[config.mk]
export PLATFORM = sky130hd
export DESIGN_NAME = hazard_ctrl
export DESIGN_NICKNAME = d
export VERILOG_FILES = /design/src/rtl/cpu_pkg.sv /design/src/rtl/md_sequencer.sv /design/src/rtl/hazard_ctrl.sv
export SDC_FILE = /design/constraint.sdc
export NUM_CORES = 1
export LEC_CHECK = 0
export CELL_PAD_IN_SITES_DETAIL_PLACEMENT = 1
export CELL_PAD_IN_SITES_GLOBAL_PLACEMENT = 1
export CORE_UTILIZATION = 24
export CTS_CLUSTER_DIAMETER = 200
export CTS_CLUSTER_SIZE = 40
export DETAILED_ROUTE_END_ITERATION = 12
export PLACE_DENSITY_LB_ADDON = 0.1
export SKIP_CTS_REPAIR_TIMING = 1
export SLEW_MARGIN = 15
export SYNTH_ARGS = -nofsm -noshare
export SYNTH_HDL_FRONTEND = slang
export SYNTH_HIERARCHICAL = 1
export SYNTH_SLANG_ARGS = --single-unit
[constraint.sdc]
create_clock -name clk -period 2.1 [get_ports clk]
set_input_delay 0.42 -clock clk [delete_from_list [all_inputs] [get_ports clk]]
set_output_delay 0.42 -clock clk [all_outputs]
set_load 0.01 [all_outputs]
[src/rtl/cpu_pkg.sv]
// cpu_pkg: shared CPU types and constants for the hazard/stall control slice
package cpu_pkg;
  localparam int REG_W = 5;
  localparam int MUL_LAT_DEF = 4;
  localparam int DIV_LAT_DEF = 32;
  typedef enum logic [1:0] {MD_IDLE, MD_BUSY, MD_DONE} md_state_t;
  // True when a stage writes a non-zero register equal to r
  function automatic logic reg_hit(input logic we, input logic [REG_W-1:0] wa, input logic [REG_W-1:0] r);
    return we && (wa != '0) && (wa == r);
  endfunction
endpackage

[src/rtl/md_sequencer.sv]
// md_sequencer: busy-window sequencer for the multi-cycle mul/div unit
module md_sequencer import cpu_pkg::*; #(
  parameter int MUL_LAT = MUL_LAT_DEF,
  parameter int DIV_LAT = DIV_LAT_DEF
) (
  input  logic      clk,
  input  logic      rst_n,
  input  logic      accept,
  input  logic      md_div,
  output md_state_t state,
  output logic      md_busy,
  output logic      md_done
);
  localparam int MAX_LAT = (MUL_LAT > DIV_LAT) ? MUL_LAT : DIV_LAT;
  localparam int CW = (MAX_LAT > 1) ? $clog2(MAX_LAT) : 1;
  md_state_t state_q, state_d;
  logic [CW-1:0] cnt_q, cnt_d;
  // Next state: an accepted issue always (re)starts the busy window, otherwise count down
  always_comb begin
    state_d = state_q;
    cnt_d = cnt_q;
    if (accept) begin
      state_d = MD_BUSY;
      cnt_d = md_div ? CW'(DIV_LAT - 1) : CW'(MUL_LAT - 1);
    end else if (state_q == MD_BUSY) begin
      state_d = (cnt_q == '0) ? MD_DONE : MD_BUSY;
      cnt_d = (cnt_q == '0) ? cnt_q : cnt_q - CW'(1);
    end else if (state_q == MD_DONE) begin
      state_d = MD_IDLE;
    end
  end
  // State and remaining-cycle register; reset aborts any operation in flight
  always_ff @(posedge clk or negedge rst_n) begin
    if (!rst_n) begin
      state_q <= MD_IDLE;
      cnt_q <= '0;
    end else begin
      state_q <= state_d;
      cnt_q <= cnt_d;
    end
  end
  assign state = state_q;
  assign md_busy = (state_q == MD_BUSY);
  assign md_done = (state_q == MD_DONE);
endmodule

[src/rtl/hazard_ctrl.sv]
// hazard_ctrl: ID-stage stall/flush controller with mul/div sequencing and stall counter
module hazard_ctrl import cpu_pkg::*; #(
  parameter int MUL_LAT = MUL_LAT_DEF,
  parameter int DIV_LAT = DIV_LAT_DEF,
  parameter int CNT_W = 32
) (
  input  logic             clk,
  input  logic             rst_n,
  input  logic [REG_W-1:0] rs_id,
  input  logic [REG_W-1:0] rt_id,
  input  logic             use_rs_id,
  input  logic             use_rt_id,
  input  logic             branch_id,
  input  logic             jreg_id,
  input  logic             md_start_id,
  input  logic             md_div_id,
  input  logic             md_read_id,
  input  logic             br_taken,
  input  logic [REG_W-1:0] rf_wa_ex,
  input  logic [REG_W-1:0] rf_wa_mem,
  input  logic             RegWrite_ex,
  input  logic             MemRead_ex,
  input  logic             RegWrite_mem,
  input  logic             MemRead_mem,
  output logic             pc_en,
  output logic             ifid_en,
  output logic             ifid_flush,
  output logic             idex_flush,
  output logic             md_busy,
  output logic             md_done,
  output logic [CNT_W-1:0] stall_cnt
);
  md_state_t md_state;
  logic ex_src, mem_src, ld_use, br_ld, jr_ld, md_haz, stall;
  logic [CNT_W-1:0] stall_cnt_q, stall_cnt_d;
  assign ex_src = (use_rs_id && reg_hit(RegWrite_ex, rf_wa_ex, rs_id)) ||
                  (use_rt_id && reg_hit(RegWrite_ex, rf_wa_ex, rt_id));
  assign mem_src = (use_rs_id && reg_hit(RegWrite_mem, rf_wa_mem, rs_id)) ||
                   (use_rt_id && reg_hit(RegWrite_mem, rf_wa_mem, rt_id));
  assign ld_use = MemRead_ex && ex_src;
  assign br_ld = branch_id && ((MemRead_ex && ex_src) || (MemRead_mem && mem_src));
  assign jr_ld = jreg_id && MemRead_ex && reg_hit(RegWrite_ex, rf_wa_ex, rs_id);
  assign md_haz = (md_state == MD_BUSY) && (md_start_id || md_read_id);
  assign stall = ld_use || br_ld || jr_ld || md_haz;
  assign pc_en = !stall;
  assign ifid_en = !stall;
  assign idex_flush = stall;
  assign ifid_flush = !stall && br_taken;
  md_sequencer #(.MUL_LAT(MUL_LAT), .DIV_LAT(DIV_LAT)) u_md (
    .clk(clk),
    .rst_n(rst_n),
    .accept(md_start_id && !stall),
    .md_div(md_div_id),
    .state(md_state),
    .md_busy(md_busy),
    .md_done(md_done)
  );
  // Count every stalled cycle once, holding at all-ones
  always_comb stall_cnt_d = (stall && !(&stall_cnt_q)) ? stall_cnt_q + CNT_W'(1) : stall_cnt_q;
  // Stall counter register
  always_ff @(posedge clk or negedge rst_n) begin
    if (!rst_n) stall_cnt_q <= '0;
    else stall_cnt_q <= stall_cnt_d;
  end
  assign stall_cnt = stall_cnt_q;
endmodule

---- Word-level counts from Yosys, hierarchy flattened ----
Cells that the tools add are included.
operators by class
  add/sub/neg operators ................... 2
  eq/ne operators ......................... 7
  multiplexer cells ....................... 8
  reduce and logical (&&, ||, !) cells .... 35
operators with widths
  cell                     number
  $add A32 B1 Y32 const B  1
  $reduce_and A32 Y1       1
  $eq A5 B5 Y1             4
  $mux W5                  4
  $logic_and A1 B1 Y1      19
  $reduce_bool A5 Y1       2
  $mux W2                  4
  $logic_or A1 B1 Y1       7
  $logic_not A5 Y1         1
  $sub A5 B1 Y5 const B    1
  $reduce_bool A3 Y1       1
  $eq A2 B1 Y1 const B     1
  $eq A2 B2 Y1 const B     1
  $logic_not A1 Y1         2
  $ne A2 B1 Y1 const B     1
  $reduce_and A2 Y1        1
  $reduce_bool A2 Y1       1
storage, ports and cells
  flip-flop bits (word level) ............. 39
  input port bits ......................... 34
  logic and storage cells ................. 55

---- Longest topological paths before layout ----
Gate-level depths: netlist of the first run.
  word-level depth ........................ 15
  depth in mapped cells ................... 12
  mapped depth without buffers ............ 10

---- Hierarchy ----
The synthesis of the first run kept the hierarchy.
modules (own cells, without submodules)
  module        times used  cells each  area an instance (sq um)  sequential area each (sq um)
  hazard_ctrl   1           204         2003.2                    800.8
  md_sequencer  1           44          402.9                     175.2

---- Worst setup path after synthesis of the first run ----
Ideal clock, no wire load.
  kind .................................... in2reg
  start ................................... input port rf_wa_mem[1]
  end ..................................... register u_md.cnt_q[3]
  setup time .............................. 0.066 ns
  data arrival time ....................... 2.337 ns
  required time ........................... 2.034 ns
  setup slack ............................. -0.303 ns
  cell stages on the path ................. 10
  buffers on the path ..................... 2
  cell sequence ........................... or4_1 o2111ai_1 o221ai_2 buf_4 inv_2 and2_1 clkbuf_1 nor2_1 a21oi_1 o31a_1
on the way
  word-level cells in the longest chain between the ends .. 15
  elaborated cells on any way between the ends .. 21
  classes of those cells .................. eq/ne: 3; mux: 1; reduce/logical: 17
ends and longest elaborated chain
  item                                                          line                                  source
  start: declaration                                            hazard_ctrl.sv:20                     input logic [REG_W-1:0] rf_wa_mem,
  $reduce_bool A5 Y1                                            cpu_pkg.sv:9                          return we && (wa != '0) && (wa == r);
  $logic_and A1 B1 Y1 (2 in a row)                              cpu_pkg.sv:9
  $logic_and A1 B1 Y1, on equally long branches                 hazard_ctrl.sv:38, hazard_ctrl.sv:39
  $logic_or A1 B1 Y1 *                                          hazard_ctrl.sv:38                     assign mem_src = (use_rs_id && reg_hit(RegWrite_mem, rf_wa_mem, rs_id)) ||
  $logic_and A1 B1 Y1 *                                         hazard_ctrl.sv:41                     assign br_ld = branch_id && ((MemRead_ex && ex_src) || (MemRead_mem && mem_src));
  $logic_or A1 B1 Y1 *                                          hazard_ctrl.sv:41
  $logic_and A1 B1 Y1 *                                         hazard_ctrl.sv:41
  $logic_or A1 B1 Y1 * (3 in a row)                             hazard_ctrl.sv:44                     assign stall = ld_use || br_ld || jr_ld || md_haz;
  $logic_not A1 Y1 *                                            n/a
  net ifid_en                                                   hazard_ctrl.sv:26                     output logic ifid_en,
  $logic_and A1 B1 Y1 *                                         hazard_ctrl.sv:52                     .accept(md_start_id && !stall),
  $ne A2 B1 Y1 (no line) or $reduce_bool A2 Y1 (tied branches)  n/a
  $reduce_and A2 Y1 (no line)                                   n/a
  end signal: assignment                                        md_sequencer.sv:39                    cnt_q <= cnt_d;
  end: declaration                                              md_sequencer.sv:17                    logic [CW-1:0] cnt_q, cnt_d;
The timed path passes the listed nets; every way through them passes the cells marked *.
A chain may end at the register's enable or synchronous reset.

---- Worst setup path after layout of the first run ----
  start ................................... input port rf_wa_mem[0]
  end ..................................... output port idex_flush
on the way
  word-level cells in the longest chain between the ends .. 11
  elaborated cells on any way between the ends .. 15
  classes of those cells .................. eq/ne: 2; reduce/logical: 13
ends and longest elaborated chain
  item                                           line                                  source
  $reduce_bool A5 Y1                             cpu_pkg.sv:9
  $logic_and A1 B1 Y1 (2 in a row)               cpu_pkg.sv:9
  $logic_and A1 B1 Y1, on equally long branches  hazard_ctrl.sv:38, hazard_ctrl.sv:39
  $logic_or A1 B1 Y1 *                           hazard_ctrl.sv:38
  $logic_and A1 B1 Y1 *                          hazard_ctrl.sv:41
  $logic_or A1 B1 Y1 *                           hazard_ctrl.sv:41
  $logic_and A1 B1 Y1 *                          hazard_ctrl.sv:41
  $logic_or A1 B1 Y1 * (3 in a row)              hazard_ctrl.sv:44
  end: declaration                               hazard_ctrl.sv:28                     output logic idex_flush,
Every way passes the cells marked *; elsewhere a longest branch is shown, timed or not.

==> results.sh, run 1 <==
export IMPL_status="finished with violations"
export IMPL_violations="setup timing"
export IMPL_setup_violations_final=16
export IMPL_rsz0062_at_grt="yes"
export IMPL_synth_top_cells_by_count="dfrtp_1 (39), xnor2_1 (32), nand2_1 (28)"
export IMPL_synth_edf_count=0
export IMPL_path_buf_inv=4
export IMPL_dr_total_vias=2241
export IMPL_dr_pass1_iters=6
export IMPL_die_h_um=102.1
export IMPL_crit_path_end_kind="output port"
export IMPL_drive_gt1_frac=0.2905
export IMPL_fin_crit_sh=1.107
export IMPL_power_density_nw_per_um2=773.2
export IMPL_route_antenna_remaining_nets=0
export IMPL_cts_tree="built"
export IMPL_grt_pass1_vias=2299
export IMPL_syn_num_nets=286
export IMPL_clkLatencyLatePin_ns=0.30
export IMPL_detail_route_wl_per_cell_um=15.22
export IMPL_synth_area_leaders="dfrtp_1 (41%), xnor2_1 (12%), xor2_1 (5.5%), nand2_1 (4.4%), nand3_2 (3.3%)"
export IMPL_irDropWorstVdd_v=0.0003761
export IMPL_crit_type="input pin to output port"
export IMPL_globalplace_congestion=0.7960
export IMPL_ys_seq_area_frac=0.4056
export IMPL_die_w_um=102.1
export IMPL_synthArstFlopShare=1.000
export IMPL_clkTransAtPathRegs_ns=0.08
export IMPL_min_period_ns=2.325
export IMPL_synthFlopType="dfrtp_1"
export IMPL_worst_slack_ns=-0.2254
export IMPL_syn_cell_area_sq_um=2406
export IMPL_drc_errors=0
export IMPL_use_met2=0.2390
export IMPL_cts_max_level=2
export IMPL_tightest_slew_ns=0.5349
export IMPL_maxSlewHeadroom=0.6434
export IMPL_ys_types=47
export IMPL_dp_cells=471
export IMPL_leakagePower_nw=1.667
export IMPL_clk_path_buf_depth=2
export IMPL_ioPinCount=72
export IMPL_antenna_found_initial=0
export IMPL_finalMaxSlewViolations=0
export IMPL_cts_made_buffers=5
export IMPL_use_met3=0.03762
export IMPL_crit_path_max_incr_delay_ns=0.30
export IMPL_final_nets=395
export IMPL_avgSynthCellArea_sq_um=9.702
export IMPL_busiest_layer="met2"
export IMPL_overflow=0
export IMPL_arrival_ns=1.91
export IMPL_track_usage=0.1438
export IMPL_cp_slowest_cell="nor4_2"
export IMPL_netlist_area_leader_share=0.4056
export IMPL_placed_area_sq_um=3472
export IMPL_reg2reg_depth=7
export IMPL_syn_inst=248
export IMPL_routed_via_density=4.564
export IMPL_dieArea_sq_um=10430
export IMPL_use_met1=0.1880
export IMPL_path_cells="buf_8, xor2_2, nor4_2, and3_1, a31oi_4, o221ai_4, buf_6, buf_8, buf_6"
export IMPL_skew_ns=0.01251
export IMPL_max_cap_violations=0
export IMPL_wl_um=7474
export IMPL_cp_depth=9
export IMPL_critPathLaunchType="input pin"
export IMPL_finalInstanceArea_sq_um=3892
export IMPL_worstPathMaxFanout=4
export IMPL_hp_class="input pin to asynchronous set/reset pin"
export IMPL_synth_seq_cells=39
export IMPL_fmax_mhz=430.0
export IMPL_syn_to_final_growth_pct=61.78
export IMPL_place_ws_ns=-0.9718
export IMPL_grt_pass1_wl_um=11560
export IMPL_required_ns=1.68
export IMPL_synth_top_cell_by_area="dfrtp_1"
export IMPL_num_antenna_cells=0
export IMPL_portBuffers=71
export IMPL_drt_iter0_drc=43
export IMPL_synth_most_common_cell="dfrtp_1"
export IMPL_grt_max_degree=22
export IMPL_ys_warn_count=6
export IMPL_cts_root_buf="clkbuf_8"
export IMPL_nFillCells=1135
export IMPL_num_rows=36
export IMPL_post_dp_hpwl_um=5468
export IMPL_cts_sinks=39
export IMPL_critPathTopFamily="simple AND/OR/NAND/NOR gates"
export IMPL_hold_viol_final=0
export IMPL_core_sq_um=9729
export IMPL_start_util=0.2473
export IMPL_layout_cells_non_filler=491
[final timing paths]
kind	from	to	slack [ns]
setup / recovery	rf_wa_mem[0]	idex_flush	-0.23
hold / removal	rst_n	u_md/cnt_q[2]$_DFFE_PN0P_	0.09
setup reg to reg	stall_cnt[4]$_DFFE_PN0P_	stall_cnt[11]$_DFFE_PN0P_	0.08
hold reg to reg	stall_cnt[20]$_DFFE_PN0P_	stall_cnt[20]$_DFFE_PN0P_	0.50
max in group asynchronous	rst_n	stall_cnt[9]$_DFFE_PN0P_	1.51
min in group clk	stall_cnt[20]$_DFFE_PN0P_	stall_cnt[20]$_DFFE_PN0P_	0.50
[per-stage QoR]
stage / power [mW] / utilization / TNS (ns) / hold slack [ns]
after global routing: 3.233 / 0.4001 / -3.213 / 0.1091
after CTS: 2.777 / 0.3666 / -16.17 / 0.1039
after floorplan: 1.652 / - / -0.1312 / 0.1244
after detailed placement: 2.202 / 0.3569 / -27.88 / 0.4290
final: 3.010 / 0.4001 / -1.545 / 0.08958
after global placement: 2.194 / 0.3569 / -27.21 / 0.4381
[logic make-up (layout without fill, tap and decap cells)]
kind of cell | count (synthesis) | after routing | synth area share
xor gates and xnor gates | 47 | 47 | 0.1711
buffers and inverters | 20 | 130 | 0.04004
adders and majority gates | 4 | 4 | 0.02080
DFF | 39 | 39 | 0.4056
muxes | 4 | 4 | 0.01768
and+or+nand+nor | 111 | 111 | 0.2751
AOI/OAI and AO/OA | 23 | 23 | 0.06968
[cell usage in the layout (no fill, tap or decap), drive strengths merged, types with 2 or more instances in the layout]
cell           synthesis  layout
a21oi                  8       8
a31oi                  2       2
and2                   4       4
and3                  12      12
buf                    7      47
clkbuf                 2      14
clkdlybuf4s50          0      46
dfrtp                 39      39
dlymetal6s2s           0      11
ha                     4       4
inv                   11      11
mux2                   2       2
mux2i                  2       2
nand2                 28      28
nand3                 16      16
nand4                 13      13
nor2                  10      10
nor2b                  2       2
nor3                  12      12
nor4                   5       5
o211ai                 2       2
o21ai                  3       3
or3                    2       2
or4                    3       3
xnor2                 32      32
xor2                  15      15
[sequential cells by signal, summed over array words and instances, names as in the netlist]
| name | cells |
|---|---|
| stall_cnt | 32 |
| u_md/cnt_q | 5 |
| u_md/state | 2 |
[area by class of cell]
| cell class | count | area [sq um] | share of cell area |
|---|---|---|---|
| Multi-Input combinational cell | 189 | 1524 | 0.3915 |
| Timing Repair Buffer | 111 | 1086 | 0.2790 |
| Sequential cell | 39 | 977.2 | 0.2510 |
| Tap cell | 133 | 166.4 | 0.04275 |
| Clock buffer | 7 | 86.33 | 0.02218 |
| Inverter | 11 | 43.79 | 0.01125 |
| Clock inverter | 1 | 8.758 | 0.002250 |
[routing by layer]
layer	wire length, um	vias up
met1	3531	1086
li1	-	1088
met3	394	5
met4	59	0
met2	3488	62
met5	0	-
[where the power goes]
group          total [mW]  switching (mW)  leakage, nW  internal, mW
registers            1.02           0.142        0.514         0.880
clock network       0.551           0.282       0.0484         0.270
logic                1.44           0.672         1.11         0.764
No activity file was read; power rests on OpenSTA's default activity.
==> inputs of run 2 (changes only) <==
Settings changed: CAP_MARGIN set to 30, CORE_MARGIN set to 5.
==> run 2 against run 1 <==
The flow still finishes with violations (setup timing). Sequential power barely moved. Register-to-register slack improved by 0.04 ns. Wire length rose by 3.7%. Power rose by 2.9%. Cell area rose by 1.6%. First-iteration DRC count rose by 42%. Non-clock buffer count rose by 7. Highest routed layer unchanged.
==> results.sh, run 2 (synthesized netlist as in run 1, its figures left out) <==
export IMPL_drive_gt1_frac=0.3288
export IMPL_worst_slack_ns=-0.1415
export IMPL_rsz0062_at_grt="yes"
export IMPL_cts_sinks=39
export IMPL_whs_ns=0.04967
export IMPL_final_util=0.4045
export IMPL_path_buf_inv=3
export IMPL_num_rows=36
export IMPL_grt_max_degree=18
export IMPL_track_usage=0.1258
export IMPL_cts_root_buf="clkbuf_8"
export IMPL_path_cells="buf_8, or4_4, o211ai_1, o221ai_4, inv_4, and2_4, buf_6"
export IMPL_portBuffers=71
export IMPL_reg2reg_setup_slack_ns=0.12
export IMPL_irDropWorstVdd_v=0.0003179
export IMPL_worstPathMaxFanout=4
export IMPL_final_cell_mix="clkdlybuf4s50_1 (46), dfrtp_1 (39), buf_4 (30), xnor2_1 (28), nand2_1 (22)"
export IMPL_grt_pass1_vias=2337
export IMPL_finalMaxSlewViolations=0
export IMPL_dieArea_sq_um=12130
export IMPL_setup_violations_final=20
export IMPL_finalInstanceArea_sq_um=3954
export IMPL_drt_iter0_drc=61
export IMPL_dp_cells=475
export IMPL_fin_crit_sh=1.067
export IMPL_num_antenna_cells=0
export IMPL_layout_cells_non_filler=498
export IMPL_hold_viol_final=0
export IMPL_crit_path_end_kind="output port"
export IMPL_clkLatencyLatePin_ns=0.29
export IMPL_min_period_ns=2.241
export IMPL_layout_commonest_cell="clkdlybuf4s50_1"
export IMPL_crit_type="input pin to output port"
export IMPL_post_dp_hpwl_um=5797
export IMPL_syn_to_final_growth_pct=64.33
export IMPL_tightest_slew_ns=0.5135
export IMPL_required_ns=1.68
export IMPL_core_sq_um=9774
export IMPL_clkTransAtPathRegs_ns=0.08
export IMPL_hp_class="input pin to asynchronous set/reset pin"
export IMPL_drc_errors=0
export IMPL_die_h_um=110.1
export IMPL_cts_max_level=2
export IMPL_dr_pass1_iters=4
export IMPL_antenna_found_initial=0
export IMPL_route_antenna_remaining_nets=0
export IMPL_leakagePower_nw=1.727
export IMPL_critPathLaunchType="input pin"
export IMPL_violations="setup timing"
export IMPL_cts_made_buffers=5
export IMPL_routed_via_density=4.534
export IMPL_maxSlewHeadroom=0.6539
export IMPL_p_total_mw=3.096
export IMPL_status="finished with violations"
export IMPL_final_nets=402
export IMPL_grt_pass1_wl_um=12000
export IMPL_skew_ns=0.004527
export IMPL_overflow=0
export IMPL_clk_path_buf_depth=2
export IMPL_detail_route_wl_per_cell_um=15.56
export IMPL_crit_path_max_incr_delay_ns=0.52
export IMPL_dr_total_vias=2258
export IMPL_max_cap_violations=0
export IMPL_cts_tree="built"
export IMPL_wl_um=7748
export IMPL_placed_area_sq_um=3502
export IMPL_largest_reg_flops=32
export IMPL_place_ws_ns=-0.9409
export IMPL_power_density_nw_per_um2=783.1
export IMPL_critPathTopFamily="simple AND/OR/NAND/NOR gates"
export IMPL_ioPinCount=72
export IMPL_tns_ns=-0.9898
export IMPL_die_w_um=110.1
export IMPL_worstSetupStartpoint="rf_wa_ex[2]"
export IMPL_reg2reg_from="stall_cnt[19]$_DFFE_PN0P_"
export IMPL_cp_slowest_cell="or4_4"
export IMPL_arrival_ns=1.82
export IMPL_fmax_mhz=446.1
export IMPL_start_util=0.2462
export IMPL_globalplace_congestion=0.7816
-- run 2: path summary, 6_finish.rpt --
| kind | cells past startpoint | end |
|---|---|---|
| max in group asynchronous | 2 | stall_cnt[7]$_DFFE_PN0P_ |
| min in group clk | 1 | stall_cnt[20]$_DFFE_PN0P_ |
| min | 1 | stall_cnt[0]$_DFFE_PN0P_ |
| min reg2reg | 1 | stall_cnt[20]$_DFFE_PN0P_ |
| max | 7 | ifid_flush |
| max reg2reg | 7 | stall_cnt[11]$_DFFE_PN0P_ |
-- run 2: power breakdown --
part	internal [mW]	switching, mW
Combinational	0.863	0.711
Sequential	0.881	0.137
Clock	0.228	0.277
Total	1.97	1.12
-- run 2: layout make-up --
type / instances / area [sq um]
timing repair buffer: 118 / 1152
clock inverter: 3 / 15.01
inverter: 11 / 43.79
multi-input combinational: 189 / 1531
sequential: 39 / 975.9
fill: 1113 / 5821
clock buffer: 5 / 68.82
tap: 133 / 166.4
-- run 2: routing by layer --
layer	up-vias	track usage	routed length, um
li1	1096	-	-
met5	-	0	0
met1	1101	0.1716	3630
met3	5	0.02213	380
met4	0	0.03606	65
met2	56	0.2041	3670
